==> config.mk <==
export PLATFORM = sky130hd
export DESIGN_NAME = ps2_rx_fifo
export DESIGN_NICKNAME = d
export VERILOG_FILES = /design/src/rtl/ps2_rx_fifo.sv
export SDC_FILE = /design/constraint.sdc
export NUM_CORES = 1
export LEC_CHECK = 0
export BUFFER_PORTS_ARGS = -buffer_cell sky130_fd_sc_hd__clkbuf_2
export CORE_MARGIN = 2
export CORE_UTILIZATION = 54
export CTS_CLUSTER_SIZE = 12
export DETAILED_ROUTE_END_ITERATION = 10
export PLACE_DENSITY = 0.73
export SYNTH_ARGS = -nofsm -noshare
export SYNTH_HDL_FRONTEND = slang
export SYNTH_SLANG_ARGS = --single-unit
export TNS_END_PERCENT = 1
==> constraint.sdc <==
create_clock -name clk_50 -period 3.1 [get_ports clk_50]
set_input_delay 0.62 -clock clk_50 [delete_from_list [all_inputs] [get_ports clk_50]]
set_output_delay 0.62 -clock clk_50 [all_outputs]
set_load 0.02 [all_outputs]
==> src/rtl/ps2_rx_fifo.sv <==
// PS/2 device-to-host receiver: synchroniser, clock glitch filter, frame FSM with timeout, FWFT scancode FIFO.
// Optional E0/F0 prefix folding into data_ext/data_brk when PS2_PREFIX_DECODE_EN is defined.
module ps2_rx_fifo #(
    parameter int SYNC_STAGES    = 2,
    parameter int FILT_LEN       = 8,
    parameter int TIMEOUT_CYCLES = 100000,
    parameter int FIFO_DEPTH     = 16
) (
    input  logic                          clk_50,
    input  logic                          rstn,
    input  logic                          kb_clk,
    input  logic                          kb_data,
    output logic [7:0]                    data_out,
    output logic                          data_ext,
    output logic                          data_brk,
    output logic                          data_valid,
    input  logic                          data_ready,
    output logic                          frame_err,
    output logic                          overflow,
    output logic [$clog2(FIFO_DEPTH):0]   fifo_level
);

    localparam int PTR_W  = $clog2(FIFO_DEPTH);
    localparam int LVL_W  = PTR_W + 1;
    localparam int FCNT_W = $clog2(FILT_LEN + 1);
    localparam int TMR_W  = $clog2(TIMEOUT_CYCLES + 1);
    localparam logic [FCNT_W-1:0] FILT_LAST = FCNT_W'(FILT_LEN - 1);
    localparam logic [TMR_W-1:0]  TMR_LAST  = TMR_W'(TIMEOUT_CYCLES - 1);
    localparam logic [LVL_W-1:0]  LVL_FULL  = LVL_W'(FIFO_DEPTH);
`ifdef PS2_PREFIX_DECODE_EN
    localparam int ENTRY_W = 10;
`else
    localparam int ENTRY_W = 8;
`endif

    typedef enum logic [1:0] {S_IDLE, S_DATA, S_PARITY, S_STOP} state_t;

    logic [SYNC_STAGES-1:0] clk_sync_q, dat_sync_q;
    logic                   clk_s, dat_s;
    logic                   filt_q, filt_d, fall_q;
    logic [FCNT_W-1:0]      fcnt_q, fcnt_d;

    always_ff @(posedge clk_50 or negedge rstn) begin
        if (!rstn) begin
            clk_sync_q <= '1;
            dat_sync_q <= '1;
        end else begin
            clk_sync_q <= {clk_sync_q[SYNC_STAGES-2:0], kb_clk};
            dat_sync_q <= {dat_sync_q[SYNC_STAGES-2:0], kb_data};
        end
    end

    assign clk_s = clk_sync_q[SYNC_STAGES-1];
    assign dat_s = dat_sync_q[SYNC_STAGES-1];

    // Filtered clock flips on the FILT_LEN-th consecutive differing sample.
    always_comb begin
        filt_d = filt_q;
        fcnt_d = '0;
        if (clk_s != filt_q) begin
            if (fcnt_q == FILT_LAST) filt_d = clk_s;
            else                     fcnt_d = fcnt_q + 1'b1;
        end
    end

    always_ff @(posedge clk_50 or negedge rstn) begin
        if (!rstn) begin
            filt_q <= 1'b1;
            fcnt_q <= '0;
            fall_q <= 1'b0;
        end else begin
            filt_q <= filt_d;
            fcnt_q <= fcnt_d;
            fall_q <= filt_q & ~filt_d;
        end
    end

    state_t            state_q, state_d;
    logic [2:0]        bitcnt_q, bitcnt_d;
    logic [7:0]        shift_q, shift_d;
    logic              par_q, par_d;
    logic [TMR_W-1:0]  timer_q, timer_d;
    logic              ferr_q, ferr_d;
    logic              emit_vld_q, emit_vld_d;
    logic [7:0]        emit_byte_q, emit_byte_d;

    // timer_q holds the number of cycles since the last accepted falling edge.
    always_comb begin
        state_d     = state_q;
        bitcnt_d    = bitcnt_q;
        shift_d     = shift_q;
        par_d       = par_q;
        ferr_d      = 1'b0;
        emit_vld_d  = 1'b0;
        emit_byte_d = emit_byte_q;
        if (fall_q)                timer_d = TMR_W'(1);
        else if (state_q == S_IDLE) timer_d = '0;
        else                       timer_d = timer_q + 1'b1;

        if (fall_q) begin
            unique case (state_q)
                S_IDLE: begin
                    if (!dat_s) begin
                        state_d  = S_DATA;
                        bitcnt_d = '0;
                    end else begin
                        ferr_d = 1'b1;
                    end
                end
                S_DATA: begin
                    shift_d  = {dat_s, shift_q[7:1]};
                    bitcnt_d = bitcnt_q + 3'd1;
                    if (bitcnt_q == 3'd7) state_d = S_PARITY;
                end
                S_PARITY: begin
                    par_d   = dat_s;
                    state_d = S_STOP;
                end
                S_STOP: begin
                    if (dat_s && (^{shift_q, par_q})) begin
                        emit_vld_d  = 1'b1;
                        emit_byte_d = shift_q;
                    end else begin
                        ferr_d = 1'b1;
                    end
                    state_d = S_IDLE;
                end
                default: state_d = S_IDLE;
            endcase
        end else if (state_q != S_IDLE && timer_q == TMR_LAST) begin
            state_d = S_IDLE;
            ferr_d  = 1'b1;
            shift_d = '0;
            timer_d = '0;
        end
    end

    always_ff @(posedge clk_50 or negedge rstn) begin
        if (!rstn) begin
            state_q     <= S_IDLE;
            bitcnt_q    <= '0;
            shift_q     <= '0;
            par_q       <= 1'b0;
            timer_q     <= '0;
            ferr_q      <= 1'b0;
            emit_vld_q  <= 1'b0;
            emit_byte_q <= '0;
        end else begin
            state_q     <= state_d;
            bitcnt_q    <= bitcnt_d;
            shift_q     <= shift_d;
            par_q       <= par_d;
            timer_q     <= timer_d;
            ferr_q      <= ferr_d;
            emit_vld_q  <= emit_vld_d;
            emit_byte_q <= emit_byte_d;
        end
    end

    logic               push_vld;
    logic [ENTRY_W-1:0] push_entry;

`ifdef PS2_PREFIX_DECODE_EN
    logic ext_pend_q, ext_pend_d, brk_pend_q, brk_pend_d;

    always_comb begin
        ext_pend_d = ext_pend_q;
        brk_pend_d = brk_pend_q;
        push_vld   = 1'b0;
        push_entry = {ext_pend_q, brk_pend_q, emit_byte_q};
        if (ferr_q) begin
            ext_pend_d = 1'b0;
            brk_pend_d = 1'b0;
        end else if (emit_vld_q) begin
            if (emit_byte_q == 8'hE0) begin
                ext_pend_d = 1'b1;
            end else if (emit_byte_q == 8'hF0) begin
                brk_pend_d = 1'b1;
            end else begin
                push_vld   = 1'b1;
                ext_pend_d = 1'b0;
                brk_pend_d = 1'b0;
            end
        end
    end

    always_ff @(posedge clk_50 or negedge rstn) begin
        if (!rstn) begin
            ext_pend_q <= 1'b0;
            brk_pend_q <= 1'b0;
        end else begin
            ext_pend_q <= ext_pend_d;
            brk_pend_q <= brk_pend_d;
        end
    end
`else
    assign push_vld   = emit_vld_q;
    assign push_entry = emit_byte_q;
`endif

    logic [ENTRY_W-1:0] mem_q [FIFO_DEPTH];
    logic [ENTRY_W-1:0] head;
    logic [PTR_W-1:0]   rd_ptr_q, wr_ptr_q;
    logic [LVL_W-1:0]   level_q, level_d;
    logic               ovf_q, ovf_d;
    logic               full, not_empty, pop, accept;

    // A full FIFO still accepts a push when the head leaves in the same cycle.
    always_comb begin
        full      = (level_q == LVL_FULL);
        not_empty = (level_q != '0);
        pop       = not_empty & data_ready;
        accept    = push_vld & (~full | pop);
        ovf_d     = push_vld & full & ~pop;
        level_d   = level_q + LVL_W'(accept) - LVL_W'(pop);
    end

    always_ff @(posedge clk_50 or negedge rstn) begin
        if (!rstn) begin
            rd_ptr_q <= '0;
            wr_ptr_q <= '0;
            level_q  <= '0;
            ovf_q    <= 1'b0;
        end else begin
            if (pop)    rd_ptr_q <= rd_ptr_q + 1'b1;
            if (accept) wr_ptr_q <= wr_ptr_q + 1'b1;
            level_q <= level_d;
            ovf_q   <= ovf_d;
        end
    end

    always_ff @(posedge clk_50) begin
        if (accept) mem_q[wr_ptr_q] <= push_entry;
    end

    assign head       = mem_q[rd_ptr_q];
    assign data_valid = not_empty;
    assign data_out   = not_empty ? head[7:0] : 8'h00;
`ifdef PS2_PREFIX_DECODE_EN
    assign data_ext   = not_empty & head[9];
    assign data_brk   = not_empty & head[8];
`else
    assign data_ext   = 1'b0;
    assign data_brk   = 1'b0;
`endif
    assign frame_err  = ferr_q;
    assign overflow   = ovf_q;
    assign fifo_level = level_q;

endmodule
-- Yosys cells after proc, flatten, opt, wreduce, memory -nomap -nowiden
Memory sizes are Yosys's and may differ from the RTL's.
Index checks and enable logic that the tools add are counted.
- flip-flop bits (word level): 65
- bits in writable memories: 128
- input port bits: 5
- output and inout bits: 18
- memories kept: 1
- add/sub/neg operators: 7
- eq/ne operators: 12
- mux-type cells: 29
- bitwise operators: 9
- reduce and logical (&&, ||, !) cells: 13
- memory list (name ; words ; width ; read ports ; clocked after memory_dff ; write ports ; RTL line ; source):
    mem_q ; 16 ; 8 ; 1 ; 0 ; 1 ; 201 ; logic [ENTRY_W-1:0] mem_q [FIFO_DEPTH];
- operators with widths (operator ; count):
    $mux 17 ; 4
    $mux 8 ; 4
    $add 17x1->17 const B ; 1
    $eq 17x17->1 const B ; 1
    $add 4x1->4 const B ; 3
    $mux 1 ; 11
    $reduce_and 3->1 ; 3
    $reduce_xor 9->1 ; 1
    $mux 2 ; 4
    $mux 4 ; 2
    $pmux 2 s4 ; 1
    $ne 3x3->1 const B ; 2
    $pmux 3 s2 ; 1
    $reduce_bool 2->1 ; 3
    $add 5x1->5 ; 1
    $and 1x1->1 ; 5
    $eq 5x5->1 const B ; 1
    $reduce_bool 5->1 ; 1
    $sub 5x1->5 ; 1
    $eq 2x2->1 const B ; 2
    $eq 4x3->1 const B ; 1
    $reduce_and 2->1 ; 2
    $add 3x1->3 const B ; 1
    $eq 3x3->1 const B ; 1
    other kinds (10) ; 13

-- Longest topological paths before layout
Gate-level depths: netlist of the first run.
- word-level depth: 6
- depth in mapped cells: 13
- mapped depth without buffers: 13

-- Worst setup path after synthesis of the first run
No wires, ideal clock.
- kind: flip-flop to flip-flop
- start: reg level_q[3] (netlist: fifo_level[3])
- end: reg level_q[4] (netlist: fifo_level[4])
- arrival time: 2.693 ns
- required time: 2.977 ns
- path slack: 0.284 ns
- stages on the path, launching flop included: 13
- buffers on the path: 0
- clock period less this slack: 2.816 ns
- cell sequence: dfrtp_1 inv_1 ha_1 nor4b_2 nor2_1 ha_1 inv_1 ha_1 fa_1 a21oi_1 nor2_1 nor2_1 xnor2_1
- longest elaborated chain between the ends: 6
- elaborated cells between the ends (all ways): 8
- classes of those cells: add/sub (2); eq/ne (1); bitwise (4); reduce/logical (1)
- RTL lines (what ; RTL line ; source):
    start, declared ; 204 ; logic [LVL_W-1:0] level_q, level_d;
    start signal, assigned ; 227 ; level_q <= level_d;
    $reduce_bool 5->1 (*) ; 211 ; not_empty = (level_q != '0);
    $and 1x1->1 (*) ; 212 ; pop = not_empty & data_ready;
    named net pop ; 206 ; logic full, not_empty, pop, accept;
    $or 1x1->1 ; 213 ; accept = push_vld & (~full | pop);
    $and 1x1->1 ; 213 ;
    $add 5x1->5 ; 215 ; level_d = level_q + LVL_W'(accept) - LVL_W'(pop);
    $sub 5x1->5 (*) ; 215 ;
    named net level_d[4] ; 204 ;
The timed path passes the listed nets; every way through them passes the cells marked *.
A chain may end at the register's enable or synchronous reset.

-- Worst setup path in the final report of the first run
- start: reg rd_ptr_q[0]
- end: out data_out[6]
- longest elaborated chain between the ends: 2
- RTL lines (what ; RTL line ; source):
    start, declared ; 203 ; logic [PTR_W-1:0] rd_ptr_q, wr_ptr_q;
    start signal, assigned ; 225 ; if (pop) rd_ptr_q <= rd_ptr_q + 1'b1;
    $mem_v2 16x8 ; n/a ;
    $mux 8 ; 238 ; assign data_out = not_empty ? head[7:0] : 8'h00;
    end, declared ; 13 ; output logic [7:0] data_out,
No other way between the ends.

==> run metrics, run 1 <==
status=finished clean; maximum clock rate=346 MHz; Worst Setup Start Kind=flop; RSZ-0062 raised after global routing=false; global-route wire length before repair=24800 um; DRC viols=0; share of cells above drive strength 1=22.3%; sequential area share after synthesis=68.2%; DIE WIDTH=126 um; initial core utilization=55.2%; vias=4371; adder-cell share of the synthesized area=3.21%; largest net degree at the start of global routing=39; Internal=4.54 mW; Tightest Pin Transition=0.763 ns; Area contributors post-synth=edfxtp_1 (48%), dfrtp_1 (19%), mux4_2 (9.0%); detailed-route vias per instance=5.90; slowest CP cell=dfrtp_2; mapped cell area=0.00803 sq mm; post-route non-filler standard cell count=741; setup TNS=0 ns; IO Pins=23; Crit path largest cell delay=0.56 ns; largest area contributor in the netlist=edfxtp_1; async set-reset flop share out of synthesis=33.7%; critical path class=reg2out; mux share of post-synthesis cell area=10.9%; Yosys reg bits=193; PostCTS Resize Cnt=0; synthesis-to-layout area growth=12.7%; vias in the first global route=4644; final WL=15100 um; most frequent cells in the layout=edfxtp_1 (128), dfrtp_1 (59), nor2_1 (35); die area=0.0159 sq mm; Rel. slew slack=48.9%; Cells after Synth=506; synth warn=0; worst-path fanout max=18; Synth Area in Compound Gates=4.25%; simple-gate area share of the yosys netlist=7.70%; worst hold path class=in2async; clock tree sinks=193; CTS max path bufs=2; CTS buffer count=17; initial antenna violation count=0; Post-Synth XOR/XNOR Area=3.63%; total power=6.08 mW; Core ar.=0.0145 sq mm; Util after Layout=62.3%; Clock Power Share=36.2%; # rows=44; IR drop worst, VDD=478 uV; Top FF cell, synth=edfxtp_1; EDFF count, synth=128; placed insts=709; setup violators final=0; port bufs=20; Final GP Congestion=0.779; GR Overflow Total=0; fin crit share=93.2%; H-Tree Level Count=4; Fin. Hold Viols=0; root buf cell=clkbuf_16; WL/cell=20.4 um; Detailed Route Iter0 Violations=308; max-cap viol count=0; Gate power share=15.4%; Net count, final=569; P_leak=3.67 nW; Routed Antenna Nets=0; Pwr Density=672 mW/mm^2; number of diodes=0; DP HPWL=9650 um; postcts setup bufs=0; hold buffers post-CTS=0; Die Y=126 um; largest family of logic cells by synthesized area=multiplexers; DR pass1 iterations=5; Mapped Avg Cell Area=15.9 sq um; CTS tree=done; Arr. time, crit path=2.27 ns; Yosys cell types=48; Reg power frac=48.4%; clock slew at reported path FFs=0.07 ns; Critical Path Sink Type=output pin; commonest non-fill, non-tap cell in the layout=edfxtp_1; worst skew pair latency=0.43 ns; clock skew=0.0115 ns; switching power=1.54 mW; top cell type's share of synthesized area=47.9%; fin. max-slew vios=0; Worst EP required=2.48 ns; switching share of power=25.4%; fin crit period=2.89 ns; GRT Util Overall=20.6%; cell-by-cell trace of the critical path=buf_12 > mux4_2 > a22oi_1 > a21oi_1 > clkbuf_2
[flip-flops by register name, indices dropped and copies added, names as in the netlist]
register,flops
wr_ptr_q,4
fifo_level,5
state_q,2
frame_err,1
overflow,1
shift_q,8
fcnt_q,4
fall_q,1
emit_vld_q,1
filt_q,1
clk_sync_q,2
par_q,1
timer_q,17
dat_sync_q,2
emit_byte_q,8
rd_ptr_q,4
mem_q,128
bitcnt_q,3
[critical path: cells and delay by family, from the launching register on]
kind / cells / cell delay [ns]
muxes: 1 / 0.51
AOI/OAI and AO/OA: 2 / 0.35
buffers and inverters: 2 / 0.42
DFF: 1 / 0.56
[cell type report]
class / instances / area, sq um
multi-input combinational: 275 / 2390
inverter: 17 / 63.8
timing repair buffer: 40 / 288
clock buffer: 21 / 460
clock inverter: 11 / 138
sequential: 193 / 5480
tap: 184 / 230
fill: 1058 / 5480
[power by group through the flow]
stage	clock [mW]	combinational, mW	sequential [mW]
after floorplan	0	0.681	2.98
after detailed placement	0	0.946	3.00
after CTS	2.23	0.956	2.94
final	2.20	0.938	2.94
after global routing	2.33	1.04	2.96
after global placement	0	0.923	2.99
[final timing paths]
kind / startpoint / to / slack, ns / cells past startpoint
setup / recovery: rd_ptr_q[0] / data_out[6] / 0.21 / 5
hold / removal: rstn / shift_q[7] / 0.25 / 1
setup reg to reg: fifo_level[3] / fifo_level[4] / 0.51 / 13
hold reg to reg: dat_sync_q[0] / dat_sync_q[1] / 0.36 / 0
max in group asynchronous: rstn / dat_sync_q[1] / 2.15 / 2
min in group clk_50: kb_clk / clk_sync_q[0] / 0.27 / 1
[metal layers]
layer,wire length (um),vias to the layer above,GRT usage (%)
met5,0,-,0
met4,291,0,7.24
met3,774,19,4.16
met2,7670,150,33.3
met1,6390,2231,28.2
li1,-,1971,-
[kinds of logic (layout without fill, tap and decap cells)]
logic type,count (synthesis),count (layout)
DFF,193,193
other,1,2
buffers and inverters,39,89
adders and majority gates,20,20
and+or+nand+nor,123,123
AOI/OAI and AO/OA,55,55
xor gates and xnor gates,30,30
muxes,45,45
[cells in the mapped netlist, types with 3 or more instances]
library cell / instances
nand2b_1: 3
clkbuf_1: 8
nor3b_1: 4
nor2b_1: 3
xnor2_1: 16
mux4_2: 32
buf_1: 6
and3_1: 3
inv_1: 17
and2_1: 3
a21oi_1: 17
nor3_1: 6
xor2_1: 12
or3_1: 5
mux2_2: 12
dfrtp_1: 60
nor2_1: 35
o21ai_0: 11
ha_1: 19
buf_2: 6
a22oi_1: 16
edfxtp_1: 128
nand4_1: 10
nand2_1: 32
dfstp_2: 5
nand3_1: 9
[stage by stage]
stage | setup slack, ns | area (sq um) | hold WS [ns]
after floorplan | 0.284 | 8030 | 0.324
after global placement | 0.599 | 8450 | 0.346
after detailed placement | 0.515 | 8450 | 0.347
after CTS | 0.181 | 9050 | 0.263
after global routing | 0.0276 | 9050 | 0.265
final | 0.211 | 9050 | 0.252
No activity file was read; power rests on OpenSTA's default activity.
==> run 2: changes to the inputs <==
--- a/config.mk
+++ b/config.mk
@@ -5,12 +5,12 @@
 export SDC_FILE = /design/constraint.sdc
 export NUM_CORES = 1
 export LEC_CHECK = 0
-export BUFFER_PORTS_ARGS = -buffer_cell sky130_fd_sc_hd__clkbuf_2
 export CORE_MARGIN = 2
 export CORE_UTILIZATION = 54
 export CTS_CLUSTER_SIZE = 12
 export DETAILED_ROUTE_END_ITERATION = 10
-export PLACE_DENSITY = 0.73
+export DONT_BUFFER_PORTS = 1
+export PLACE_DENSITY = 0.71
 export SYNTH_ARGS = -nofsm -noshare
 export SYNTH_HDL_FRONTEND = slang
 export SYNTH_SLANG_ARGS = --single-unit
==> run 2 against run 1 <==
Net effect:
- global-route usage decreased by 0.64 points
- utilization shrank 0.46 points
- critical path type unchanged
- largest power group unchanged
- setup slack worse by 0.053 ns
==> run metrics, run 2 (same netlist as run 1, synthesis figures left out) <==
status=finished clean (unchanged); Worst Setup Start Kind=flop (unchanged); IO Pins=23 (unchanged); fin. max-slew vios=0 (unchanged); Net count, final=553 (was 569); clock tree sinks=193 (unchanged); Final GP Congestion=0.833 (was 0.779); Util after Layout=61.8% (was 62.3%); die area=0.0159 sq mm (unchanged); PostCTS Resize Cnt=0 (unchanged); vias in the first global route=4485 (was 4644); vias=4274 (was 4371); fin crit period=2.94 ns (was 2.89 ns); detailed-route vias per instance=5.90 (about the same); number of diodes=0 (unchanged); largest registers=mem_q: 128 flops, timer_q: 17 flops (unchanged); H-Tree Level Count=4 (unchanged); CTS buffer count=17 (unchanged); port bufs=0 (was 20); DIE WIDTH=126 um (unchanged); # rows=44 (unchanged); DP HPWL=9520 um (was 9650 um); setup TNS=0 ns (unchanged); clock slew at reported path FFs=0.07 ns (about the same); Die Y=126 um (unchanged); RSZ-0062 raised after global routing=false (unchanged); FF-to-FF setup slack=0.41 ns (was 0.51 ns); Rel. slew slack=57.8% (was 48.9%); Largest Register=mem_q (unchanged); Core ar.=0.0145 sq mm (unchanged); total power=6.07 mW (was 6.08 mW); post-route non-filler standard cell count=725 (was 741); initial antenna violation count=0 (unchanged); final WL=14700 um (was 15100 um); DR pass1 iterations=4 (was 5); pre-CTS WS=0.413 ns (was 0.515 ns); worst skew pair latency=0.43 ns (about the same); DRC viols=0 (unchanged); hold buffers post-CTS=1 (was 0); GR Overflow Total=0 (unchanged); Tightest Pin Transition=0.631 ns (was 0.763 ns); Worst EP required=2.48 ns (about the same); fill count=1075 (was 1058); Critical R2R Capture=fifo_level[4] (unchanged); postcts setup bufs=0 (unchanged); Detailed Route Iter0 Violations=401 (was 308); IR drop worst, VDD=471 uV (was 478 uV); CP startpoint=rd_ptr_q[0] (unchanged); synthesis-to-layout area growth=11.9% (was 12.7%); share of cells above drive strength 1=20.3% (was 22.3%); RR Startpoint=fifo_level[3] (unchanged); most frequent cells in the layout=edfxtp_1 (128), dfrtp_1 (59), nor2_1 (35) (unchanged); critical path class=reg2out (unchanged); worst-path fanout max=22 (was 18); global-route wire length before repair=23900 um (was 24800 um); initial core utilization=55.2% (unchanged); fin crit share=94.9% (was 93.2%); worst hold path class=in2async (unchanged); commonest non-fill, non-tap cell in the layout=edfxtp_1 (unchanged); maximum clock rate=340 MHz (was 346 MHz); GRT Util Overall=19.9% (was 20.6%); CTS tree=done (unchanged); setup violators final=0 (unchanged); Routed Antenna Nets=0 (unchanged); Pwr Density=676 mW/mm^2 (was 672 mW/mm^2); Arr. time, crit path=2.32 ns (was 2.27 ns); root buf cell=clkbuf_16 (unchanged); CTS max path bufs=2 (unchanged); WL/cell=20.3 um (was 20.4 um); P_leak=3.61 nW (was 3.67 nW); Critical Path Sink Type=output pin (unchanged); placed insts=692 (was 709); slack of the critical path=0.159 ns (was 0.211 ns); Fin. Hold Viols=0 (unchanged); clock skew=0.00546 ns (was 0.0115 ns); max reg flops=128 (unchanged); largest net degree at the start of global routing=61 (was 39); depth of the most critical reg-to-reg path=13 (unchanged); Worst Setup EP=data_out[7] (was data_out[6]); max-cap viol count=0 (unchanged)
## run 2: cell type report
type / instances / area, sq um / share of cell area (%)
clock buffer: 17 / 425 / 4.73
timing repair buffer: 24 / 213 / 2.37
multi-input combinational: 275 / 2390 / 26.6
sequential: 193 / 5480 / 61.0
tap: 184 / 230 / 2.56
inverter: 17 / 63.8 / 0.710
clock inverter: 15 / 181 / 2.02
## run 2: per-stage QoR
stage	hold WS [ns]	cell area (sq um)
5_1_grt	0.00543	8990
6_report	0.0255	8990
2_1_floorplan	0.324	8030
4_1_cts	0.00913	8990
3_3_place_gp	0.327	8350
3_5_place_dp	0.326	8350
## run 2: power breakdown
group | switching, mW | total [mW] | internal [mW]
clock network | 0.957 | 2.23 | 1.28
logic | 0.451 | 0.833 | 0.382
registers | 0.184 | 3.00 | 2.82
## run 2: how the worst min path moves through the flow
stage	slack (ns)	start	end	depth (start not counted)
after floorplan	0.32	rstn	bitcnt_q[0]	0
after global placement	0.33	rstn	timer_q[10]	0
after detailed placement	0.33	rstn	timer_q[10]	0
after CTS	0.009	rstn	clk_sync_q[0]	0
after global routing	0.005	rstn	clk_sync_q[0]	0
final	0.03	rstn	clk_sync_q[0]	0
## run 2: worst max-delay path: stages (launching register included)
cell,delay (ns)
dfrtp_2,0.57
buf_12,0.26
mux4_2,0.52
a22oi_1,0.30
a21oi_1,0.23
## run 2: per-layer routing
layer,up-vias,share of wire (%),global-route usage [%]
li1,1938,-,-
met1,2209,43,26.6
met2,111,50,32.6
met3,16,5.5,5.23
met4,0,1.3,6.21
met5,-,0,0
